<file path="src/rtl/hilo_pkg.sv">
// Shared encodings for the Hi/Lo multiply/divide sequencer.
package hilo_pkg;

  localparam logic OP_MULTU = 1'b0;
  localparam logic OP_DIVU  = 1'b1;

  localparam logic RD_LO = 1'b0;
  localparam logic RD_HI = 1'b1;

  typedef enum logic [1:0] {
    IDLE = 2'd0,
    RUN  = 2'd1,
    DONE = 2'd2
  } state_t;

endpackage

</file>
<file path="src/rtl/hilo_muldiv_ctrl_if.sv">
// Command/result/read bus between decode, the sequencer and the Hi/Lo register.
// SIGNED_MULDIV_EN adds the sgn command bit.
interface hilo_muldiv_ctrl_if #(
  parameter int WIDTH = 32
);
`ifdef SIGNED_MULDIV_EN
  logic                 sgn;
`endif
  logic                 start;
  logic                 op;
  logic [WIDTH-1:0]     src_a;
  logic [WIDTH-1:0]     src_b;
  logic [WIDTH-1:0]     hi_in;
  logic [WIDTH-1:0]     lo_in;
  logic                 rd_req;
  logic                 rd_sel;
  logic                 busy;
  logic                 done;
  logic                 hilo_we;
  logic [2*WIDTH-1:0]   hilo_wdata;
  logic [WIDTH-1:0]     rd_data;
  logic                 stall;

  modport master (
`ifdef SIGNED_MULDIV_EN
    output sgn,
`endif
    output start, op, src_a, src_b, hi_in, lo_in, rd_req, rd_sel,
    input  busy, done, hilo_we, hilo_wdata, rd_data, stall
  );

  modport slave (
`ifdef SIGNED_MULDIV_EN
    input  sgn,
`endif
    input  start, op, src_a, src_b, hi_in, lo_in, rd_req, rd_sel,
    output busy, done, hilo_we, hilo_wdata, rd_data, stall
  );

endinterface

</file>
<file path="src/rtl/muldiv_step.sv">
// One combinational iteration: shift-add multiply or restoring divide.
import hilo_pkg::*;

module muldiv_step #(
  parameter int WIDTH = 32
) (
  input  logic             op,
  input  logic [WIDTH-1:0] hi,
  input  logic [WIDTH-1:0] lo,
  input  logic [WIDTH-1:0] opnd,
  output logic [WIDTH-1:0] hi_nx,
  output logic [WIDTH-1:0] lo_nx
);

  logic [WIDTH:0]   sum;
  logic [WIDTH:0]   shd;
  logic [WIDTH-1:0] diff;

  always_comb begin
    hi_nx = hi;
    lo_nx = lo;
    sum   = '0;
    shd   = '0;
    diff  = '0;
    if (op == OP_MULTU) begin
      // Carry of the add lands in sum[WIDTH] and is shifted straight into hi
      sum   = lo[0] ? ({1'b0, hi} + {1'b0, opnd}) : {1'b0, hi};
      hi_nx = sum[WIDTH:1];
      lo_nx = {sum[0], lo[WIDTH-1:1]};
    end else begin
      shd  = {hi, lo[WIDTH-1]};
      // Only used when shd >= opnd, so the true difference fits WIDTH bits
      diff = shd[WIDTH-1:0] - opnd;
      if (shd >= {1'b0, opnd}) begin
        hi_nx = diff;
        lo_nx = {lo[WIDTH-2:0], 1'b1};
      end else begin
        hi_nx = shd[WIDTH-1:0];
        lo_nx = {lo[WIDTH-2:0], 1'b0};
      end
    end
  end

endmodule

</file>
<file path="src/rtl/hilo_muldiv_ctrl.sv">
// Multi-cycle MULTU/DIVU sequencer writing {Hi,Lo}; stalls MFHI/MFLO while busy.
// SIGNED_MULDIV_EN adds signed operation selected by bus.sgn.
import hilo_pkg::*;

module hilo_muldiv_ctrl #(
  parameter int WIDTH = 32,
  parameter int CNT_W = 6
) (
  input  logic               clk,
  input  logic               reset,
  hilo_muldiv_ctrl_if.slave  bus
);

  state_t             state_q, state_d;
  logic [CNT_W-1:0]   cnt_q, cnt_d;
  logic               op_q, op_d;
  logic [WIDTH-1:0]   hi_q, hi_d;
  logic [WIDTH-1:0]   lo_q, lo_d;
  logic [WIDTH-1:0]   opnd_q, opnd_d;
  logic               divz_q, divz_d;
  logic               neg_a_q, neg_a_d;
  logic               neg_b_q, neg_b_d;

  logic [WIDTH-1:0]   hi_nx, lo_nx;
  logic               neg_a_in, neg_b_in;
  logic [WIDTH-1:0]   mag_a, mag_b;
  logic [2*WIDTH-1:0] result;

`ifdef SIGNED_MULDIV_EN
  assign neg_a_in = bus.sgn & bus.src_a[WIDTH-1];
  assign neg_b_in = bus.sgn & bus.src_b[WIDTH-1];
`else
  assign neg_a_in = 1'b0;
  assign neg_b_in = 1'b0;
`endif

  assign mag_a = neg_a_in ? (~bus.src_a + 1'b1) : bus.src_a;
  assign mag_b = neg_b_in ? (~bus.src_b + 1'b1) : bus.src_b;

  muldiv_step #(.WIDTH(WIDTH)) u_step (
    .op    (op_q),
    .hi    (hi_q),
    .lo    (lo_q),
    .opnd  (opnd_q),
    .hi_nx (hi_nx),
    .lo_nx (lo_nx)
  );

  always_comb begin
    state_d = state_q;
    cnt_d   = cnt_q;
    op_d    = op_q;
    hi_d    = hi_q;
    lo_d    = lo_q;
    opnd_d  = opnd_q;
    divz_d  = divz_q;
    neg_a_d = neg_a_q;
    neg_b_d = neg_b_q;
    case (state_q)
      IDLE: begin
        cnt_d = '0;
        if (bus.start) begin
          op_d    = bus.op;
          neg_a_d = neg_a_in;
          neg_b_d = neg_b_in;
          hi_d    = '0;
          if (bus.op == OP_DIVU && bus.src_b == '0) begin
            // Divide by zero bypasses RUN and reports the raw dividend
            hi_d    = bus.src_a;
            lo_d    = '1;
            opnd_d  = '0;
            divz_d  = 1'b1;
            state_d = DONE;
          end else begin
            lo_d    = (bus.op == OP_MULTU) ? mag_b : mag_a;
            opnd_d  = (bus.op == OP_MULTU) ? mag_a : mag_b;
            divz_d  = 1'b0;
            state_d = RUN;
          end
        end
      end
      RUN: begin
        hi_d  = hi_nx;
        lo_d  = lo_nx;
        cnt_d = cnt_q + CNT_W'(1);
        if (cnt_q == CNT_W'(WIDTH - 1)) state_d = DONE;
      end
      DONE:    state_d = IDLE;
      default: state_d = IDLE;
    endcase
  end

  always_ff @(posedge clk or posedge reset) begin
    if (reset) begin
      state_q <= IDLE;
      cnt_q   <= '0;
      op_q    <= 1'b0;
      hi_q    <= '0;
      lo_q    <= '0;
      opnd_q  <= '0;
      divz_q  <= 1'b0;
      neg_a_q <= 1'b0;
      neg_b_q <= 1'b0;
    end else begin
      state_q <= state_d;
      cnt_q   <= cnt_d;
      op_q    <= op_d;
      hi_q    <= hi_d;
      lo_q    <= lo_d;
      opnd_q  <= opnd_d;
      divz_q  <= divz_d;
      neg_a_q <= neg_a_d;
      neg_b_q <= neg_b_d;
    end
  end

  // Sign fix-up happens on the DONE output path, so signed ops add no cycles
  always_comb begin
    result = {hi_q, lo_q};
    if (!divz_q) begin
      if (op_q == OP_MULTU) begin
        if (neg_a_q ^ neg_b_q) result = ~{hi_q, lo_q} + 1'b1;
      end else begin
        if (neg_a_q ^ neg_b_q) result[WIDTH-1:0]       = ~lo_q + 1'b1;
        if (neg_a_q)           result[2*WIDTH-1:WIDTH] = ~hi_q + 1'b1;
      end
    end
  end

  assign bus.busy       = (state_q != IDLE);
  assign bus.done       = (state_q == DONE);
  assign bus.hilo_we    = (state_q == DONE);
  assign bus.hilo_wdata = (state_q == DONE) ? result : '0;
  assign bus.stall      = bus.rd_req & (state_q != IDLE);
  assign bus.rd_data    = (bus.rd_sel == RD_HI) ? bus.hi_in : bus.lo_in;

endmodule

</file>
<file path="src/flat_wrapper.sv">
// flat-port wrapper written by rule: the top's interface ports become plain ports
module hilo_muldiv_ctrl_flat 
#(
  parameter int WIDTH = 32,
  parameter int CNT_W = 6
)
  (clk, reset, bus_start, bus_op, bus_src_a, bus_src_b, bus_hi_in, bus_lo_in, bus_rd_req, bus_rd_sel, bus_busy, bus_done, bus_hilo_we, bus_hilo_wdata, bus_rd_data, bus_stall);
  hilo_muldiv_ctrl_if #(.WIDTH(WIDTH)) bus_i ();
  input  logic clk;
  input  logic reset;
  input wire logic [$bits(bus_i.start)-1:0] bus_start;
  input wire logic [$bits(bus_i.op)-1:0] bus_op;
  input wire logic [$bits(bus_i.src_a)-1:0] bus_src_a;
  input wire logic [$bits(bus_i.src_b)-1:0] bus_src_b;
  input wire logic [$bits(bus_i.hi_in)-1:0] bus_hi_in;
  input wire logic [$bits(bus_i.lo_in)-1:0] bus_lo_in;
  input wire logic [$bits(bus_i.rd_req)-1:0] bus_rd_req;
  input wire logic [$bits(bus_i.rd_sel)-1:0] bus_rd_sel;
  output wire logic [$bits(bus_i.busy)-1:0] bus_busy;
  output wire logic [$bits(bus_i.done)-1:0] bus_done;
  output wire logic [$bits(bus_i.hilo_we)-1:0] bus_hilo_we;
  output wire logic [$bits(bus_i.hilo_wdata)-1:0] bus_hilo_wdata;
  output wire logic [$bits(bus_i.rd_data)-1:0] bus_rd_data;
  output wire logic [$bits(bus_i.stall)-1:0] bus_stall;
  assign bus_i.start = bus_start;
  assign bus_i.op = bus_op;
  assign bus_i.src_a = bus_src_a;
  assign bus_i.src_b = bus_src_b;
  assign bus_i.hi_in = bus_hi_in;
  assign bus_i.lo_in = bus_lo_in;
  assign bus_i.rd_req = bus_rd_req;
  assign bus_i.rd_sel = bus_rd_sel;
  assign bus_busy = bus_i.busy;
  assign bus_done = bus_i.done;
  assign bus_hilo_we = bus_i.hilo_we;
  assign bus_hilo_wdata = bus_i.hilo_wdata;
  assign bus_rd_data = bus_i.rd_data;
  assign bus_stall = bus_i.stall;
  hilo_muldiv_ctrl #(.WIDTH(WIDTH), .CNT_W(CNT_W)) u_core (.clk(clk), .reset(reset), .bus(bus_i));
endmodule
</file>
<file path="config.mk">
export PLATFORM = sky130hd
export DESIGN_NAME = hilo_muldiv_ctrl_flat
export DESIGN_NICKNAME = d
export VERILOG_FILES = /design/src/rtl/hilo_pkg.sv /design/src/rtl/hilo_muldiv_ctrl_if.sv /design/src/rtl/muldiv_step.sv /design/src/rtl/hilo_muldiv_ctrl.sv /design/src/flat_wrapper.sv
export SDC_FILE = /design/constraint.sdc
export NUM_CORES = 1
export LEC_CHECK = 0
export CORE_MARGIN = 3
export CORE_UTILIZATION = 50
export CTS_CLUSTER_SIZE = 8
export DETAILED_ROUTE_END_ITERATION = 7
export GPL_TIMING_DRIVEN = 0
export HOLD_SLACK_MARGIN = 0.02
export PLACE_DENSITY_LB_ADDON = 0.1
export REMOVE_ABC_BUFFERS = 1
export SYNTH_ARGS = -nofsm -noshare
export SYNTH_HDL_FRONTEND = slang
export SYNTH_SLANG_ARGS = --single-unit
</file>
<file path="constraint.sdc">
create_clock -name clk -period 6.9 [get_ports clk]
set_clock_uncertainty 0.15 [all_clocks]
set_input_delay 1.38 -clock clk [delete_from_list [all_inputs] [get_ports clk]]
set_output_delay 1.38 -clock clk [all_outputs]
set_load 0.05 [all_outputs]
</file>
# After elaboration in Yosys (flattened, before gate mapping)
# Index checks and enable logic that the tools add are counted.
# totals
ff_bits,105
inputBits,134
out_inout_bits,100
wordCells,45
# classes
n_addsub,3
magnitude_cmp,1
eq_ne,5
n_mux,21
bitwise_logic,1
n_reduce_logical,8
# ops
operator,count
2-to-1 mux 32 bit,11
case mux 32 bit (2 select lines),2
2-to-1 mux 64 bit,1
adder 32 x 32 -> 33 bit,1
>= comparator 33 x 32 -> 1 bit,1
2-to-1 mux 33 bit,1
logical NOT 32 bit,1
subtractor 32 bit,1
case mux 6 bit (2 select lines),1
"adder 6 x 1 -> 6 bit, second input constant",1
"== test 6 x 5 -> 1 bit, second input constant",1
2-to-1 mux 2 bit,3
AND reduction 2 bit,3
case mux 2 bit (2 select lines),1
nonzero test 2 bit,2
"== test 2 x 1 -> 1 bit, second input constant",1
"== test 2 bit, second input constant",1
logical NOT 2 bit,1
"!= test 2 x 1 -> 1 bit, second input constant",1
"!= test 2 bit, second input constant",1
bitwise AND 1 bit,1
logical AND 1 bit,1
2-to-1 mux 1 bit,1

# Logic depth before layout (Yosys ltp)
# Gate-level depths: netlist of run 1.
# logic_depth
depth_word,5
depth_mapped,14
mapped_depth_nobuf,13

# Modules after synthesis
# A second synthesis of run 1 with hierarchy kept.
# hier_totals
hier_cells,1380
hier_area_um2,11592.4
# modules_own_cells
mod,n_inst,cells_each,area_each_um2,seq_area_each_um2
hilo_muldiv_ctrl,1,667,6568.8,2627.5
muldiv_step,1,713,5023.6,0.0

# Worst setup path after synthesis of run 1
# No wires, ideal clock.
# synth_path
kind,input to output
from,input bus_rd_sel
to,output bus_rd_data[10]
arrival_ns,2.393
t_required_ns,5.370
slack_ns,2.977
stages,3
path_buffers,2
path_cell_list,clkbuf_1 -> buf_1 -> mux2_2
# synth_between
elab_chain_len,1
# synth_rtl
element,line,rtl
start: declaration,flat_wrapper.sv:18,input wire logic [$bits(bus_i.rd_sel)-1:0] bus_rd_sel;
2-to-1 mux 32 bit,hilo_muldiv_ctrl.sv:135,assign bus.rd_data = (bus.rd_sel == RD_HI) ? bus.hi_in : bus.lo_in;
end: declaration,flat_wrapper.sv:23,output wire logic [$bits(bus_i.rd_data)-1:0] bus_rd_data;
# Every way passes these cells.

# Worst setup path after layout of run 1
# layout_path
from,input bus_rd_sel
to,output bus_rd_data[7]
# The elaborated chain is that of the path after synthesis.

==> results of run 1 <==
==> synthesized netlist by cell type (3+ instances only) <==
cell type,number
ha_1,65
mux2i_1,87
nor4_1,8
a311o_1,3
nor2b_1,11
o211a_1,3
o211ai_1,11
a211oi_1,22
nand4_1,11
o31ai_1,7
nor3_1,25
nand2_1,162
o221ai_1,3
a22oi_1,6
a21o_1,21
or3_1,5
o2111ai_1,3
buf_1,16
nand2b_1,7
nor2_1,67
and2_1,3
a31o_2,3
o21ai_1,6
mux2_2,66
a221o_1,15
o21ai_0,119
a31oi_1,12
clkbuf_1,68
inv_1,53
dfrtp_1,105
nor3b_1,3
o21bai_1,9
o31a_1,3
a21oi_1,86
buf_2,6
xor2_1,20
o22ai_1,33
a41oi_1,3
nand3_1,20
a22o_1,6
and3_1,67
xnor2_1,31
o21a_1,7
a221oi_1,13
or2_2,5
==> power groups by stage <==
stage	clock, mW	sequential [mW]	combinational (mW)
5_1_grt	0.574	1.44	5.80
4_1_cts	0.550	1.38	5.23
3_3_place_gp	0	1.46	5.07
6_report	0.551	1.41	5.31
2_1_floorplan	0	1.23	3.91
3_5_place_dp	0	1.39	5.20
==> worst max path at each step <==
stage               start                          end  slack (ns)
2_1_floorplan   bus_start  u_core.hi_q[15]$_DFFE_PP0P_        0.04
3_3_place_gp       bus_op  u_core.hi_q[13]$_DFFE_PP0P_       -4.71
3_5_place_dp   bus_rd_sel               bus_rd_data[7]        1.39
4_1_cts        bus_rd_sel               bus_rd_data[7]        1.37
5_1_grt        bus_rd_sel               bus_rd_data[7]        1.29
6_report       bus_rd_sel               bus_rd_data[7]        1.45
==> worst max-delay path: stages <==
cell             delay (ns)
clkdlybuf4s50_1        1.34
mux2_2                 0.33
clkdlybuf4s50_1        0.86
==> sequential cells by signal, summed over array words and instances (netlist names) <==
name and flops:
u_core.cnt_q 6, u_core.lo_q 32, u_core.opnd_q 32, u_core.op_q 1, u_core.state_q 2, u_core.hi_q 32
==> layout make-up <==
class / count / area (sq um)
clock buffer: 12 / 246
clock inverter: 4 / 51.3
fill: 1852 / 7510
inverter: 55 / 210
multi-input combinational: 1088 / 7570
sequential: 105 / 2630
tap: 275 / 344
timing repair buffer: 244 / 2520
==> logic make-up (layout without fill, tap and decap cells) <==
| kind of cell | after synthesis | in the layout | synth area share |
|---|---|---|---|
| buf+inv | 148 | 315 | 0.0538 |
| flops | 105 | 105 | 0.244 |
| compound gates | 416 | 416 | 0.254 |
| xor+xnor | 51 | 51 | 0.0416 |
| mux | 154 | 154 | 0.151 |
| simple gates | 400 | 400 | 0.176 |
| fa+ha+maj | 67 | 67 | 0.0794 |
==> per-layer routing <==
| metal | global-route usage | up-vias | share of wire |
|---|---|---|---|
| met1 | 0.437 | 5347 | 0.43 |
| met4 | 0.101 | 2 | 0.029 |
| li1 | - | 5290 | - |
| met5 | 0 | - | 0.00031 |
| met3 | 0.0568 | 79 | 0.082 |
| met2 | 0.511 | 570 | 0.46 |
==> metrics by stage <==
stage	util	std cells	setup TNS, ns	worst slack [ns]	power [mW]
floorplan	-	1248	0	0.0418	5.15
global route	0.644	1783	0	1.29	7.81
detailed placement	0.630	1767	0	1.39	6.59
CTS	0.644	1783	0	1.37	7.16
global placement	0.619	1756	-263.38	-4.71	6.53
finish	0.644	1783	0	1.45	7.27
==> flow_results.org, run 1 <==
** CTS
- Clock-pin slew on the worst setup and hold paths :: 0.07 ns
- The clock drives 105 sinks.
- Root buf cell :: clkbuf_16
- The number of clock buffers added by TritonCTS is 9.
- Clock latency on the worst-skew pair, taken at its later pin, is between 0.3 and 0.4 ns.
- Buffers added to address setup during post-CTS repair amount to 0.
- The longest clock path from root to sink contains 2 buffers.
- TritonCTS built the clock tree.
- The number of gates resized after CTS was 0.
- Max H-tree Level :: 3
- For this design, the CTS-stage hold fixing added 0 buffers.

** Final layout
- From synthesis to final layout, the design area changed by 26.3%.
- After routing the design area is about 0.014 sq mm.
- Leading cell types in the layout, fill and taps excluded :: 232 x clkdlybuf4s50_1, 160 x nand2_1, 118 x o21ai_0, 102 x dfrtp_1, 87 x mux2i_1
- The repair_antennas step left the layout with diodes totalling 0.
- For this run, the post-layout net count is 1704.
- Share of layout cells above drive strength 1 :: 0.0776
- Leaving out fill and tap cells, the most frequent cell in the layout is clkdlybuf4s50_1.

** STA
- Post-layout min period :: 5.45 ns
- For this run, the top clock speed supported by timing is 0.183 GHz.
- Period utilisation layout :: 0.790
- For the pin with the worst max-slew slack, the measured transition is between 1 and 1.5 ns.
- Final number of setup-violating endpoints :: 0
- The number of max-slew violations in the final report came to 0.
- The worst pin sits at a relative slew slack of 0.0734.
- The tightest hold path in the finished design has a slack of 0.364 ns.
- Unrepaired setup endpoints after global routing :: no
- The total count of hold-check failures in the final report was 0.

** Pwr
- Seq pwr share :: 0.194
- For this design the total switching power over the nets is roughly 4 mW.
- For this design the static power due to leakage is between 5 and 6 nW.
- Of the total power, the share spent switching nets is 0.536.
- The share of total power dissipated in combinational logic is 0.731.
- In this run the power density over the cells is 535 mW/mm^2.
- Internal power :: 3.37 mW
- Worst voltage drop across the vdd grid :: 216 uV
- The share of total power dissipated in the clock network is 0.076.

** Yosys
- The cell area that synthesis handed to floorplanning was 0.0107 sq mm.
- By area the synthesized netlist is led by dfrtp_1 24%, mux2i_1 8.1%, ha_1 7.6%, mux2_2 6.9%, nand2_1 5.7%.
- A synthesized cell averages 8.02 sq um.
- The number of different library cells used by synthesis comes to 75.
- Proportion of synthesized chip area in sequential cells :: 0.244
- During synthesis, Yosys emitted a total of 0 warnings.
- Of the post-synthesis cell area, the dominant cell type holds 0.244.
- In the synthesized netlist the dominant register cell turns out to be dfrtp_1.
- Cell taking the most area after synthesis :: dfrtp_1
- #FFs+latches synth :: 105
- In the synthesized netlist the async set-or-reset flop fraction comes to 1.00.
- After technology mapping, the gate count stands at 1341.
- Yosys mapped a number of flops with a built-in enable equal to 0.

** Global route
- Pin count of the biggest net entering global routing :: 86
- First-pass GRT wire length :: 60000 um
- Vias in the first global route :: roughly 11000
- After global routing the overflow that remains totals 0.
- Across every metal layer, demand over resource in global routing totals 0.318.
- Antenna violations before repair :: 1

** Critical path
- Type of the setup path with the least slack :: in2out
- For the worst flop-to-flop path, the logic depth is 10.
- Crit path launch type :: primary input
- The worst register-to-register path has a setup slack of 2.57 ns.
- Along the worst path, the maximum fanout reaches 32.
- Reg-to-Reg End :: u_core.hi_q[15]$_DFFE_PP0P_
- Crit path required time :: 5.37 ns
- Critical Path End Type :: output port
- Origin of the critical flop-to-flop path :: u_core.hi_q[8]$_DFFE_PP0P_
- Data arrival time of the critical path :: 3.92 ns

** Worst hold path
- The worst hold path belongs to the class reg2reg.
- Source of the worst hold timing path :: u_core.cnt_q[1]$_DFFE_PP0P_
- The worst hold path passes through 2 cells.
- For hold timing, the worst endpoint is u_core.cnt_q[1]$_DFFE_PP0P_.

** Detailed routing
- Dividing the detail-routed via count by the number of cells gives 6.33.
- The first detailed-routing pass took 6 iterations.
- Dividing the detail-routed wire length by the instance count gives 21.8 um.
- Post-detailed-route DRC marker count :: 0
- The first routing iteration left 991 violations.
- The final route contains 11300 vias.
- Detailed Route WL :: a little under 40000 um
- Final ANT Viol Nets :: 0

** Place
- Once placement finished, the instance area stood at approximately 0.013 sq mm.
- Count of input and output buffers :: 233
- Dpl hpwl :: 29300 um
- Final RePlAce weighted congestion :: 0.912

** Floorplanning
- Floorplan die height :: roughly 150 um
- Number of placed I/O pins :: 234
- The floorplan step defined a die boundary enclosing 0.0233 sq mm.
- In this run the core area contains 53 standard-cell rows.
- The total area inside the core boundary comes to between 0.02 and 0.025 sq mm.
- From left edge to right edge, the die measures 153 um.
- Starting density of the core :: 0.510

** Status
- Outcome :: complete, no violations

** Run
- Across the run, the number of max-cap violations was 0.
Power figures use the tool's default switching activity.
==> inputs of run 2 (changes only) <==
clock period = 5.1 ns   (was 6.9 ns; I/O delays follow)
==> results of run 2 <==
Same layout as run 1 (identical final DEF). Status: complete, no violations.
Main changes from that run: setup slack after placement 1.39 ns -> 0.192 ns; setup slack after layout 1.45 ns -> 0.367 ns; register-to-register setup slack 2.57 ns -> 0.77 ns; total power 7.27 mW -> 9.83 mW; worst IR drop on VDD 216 uV -> 292 uV
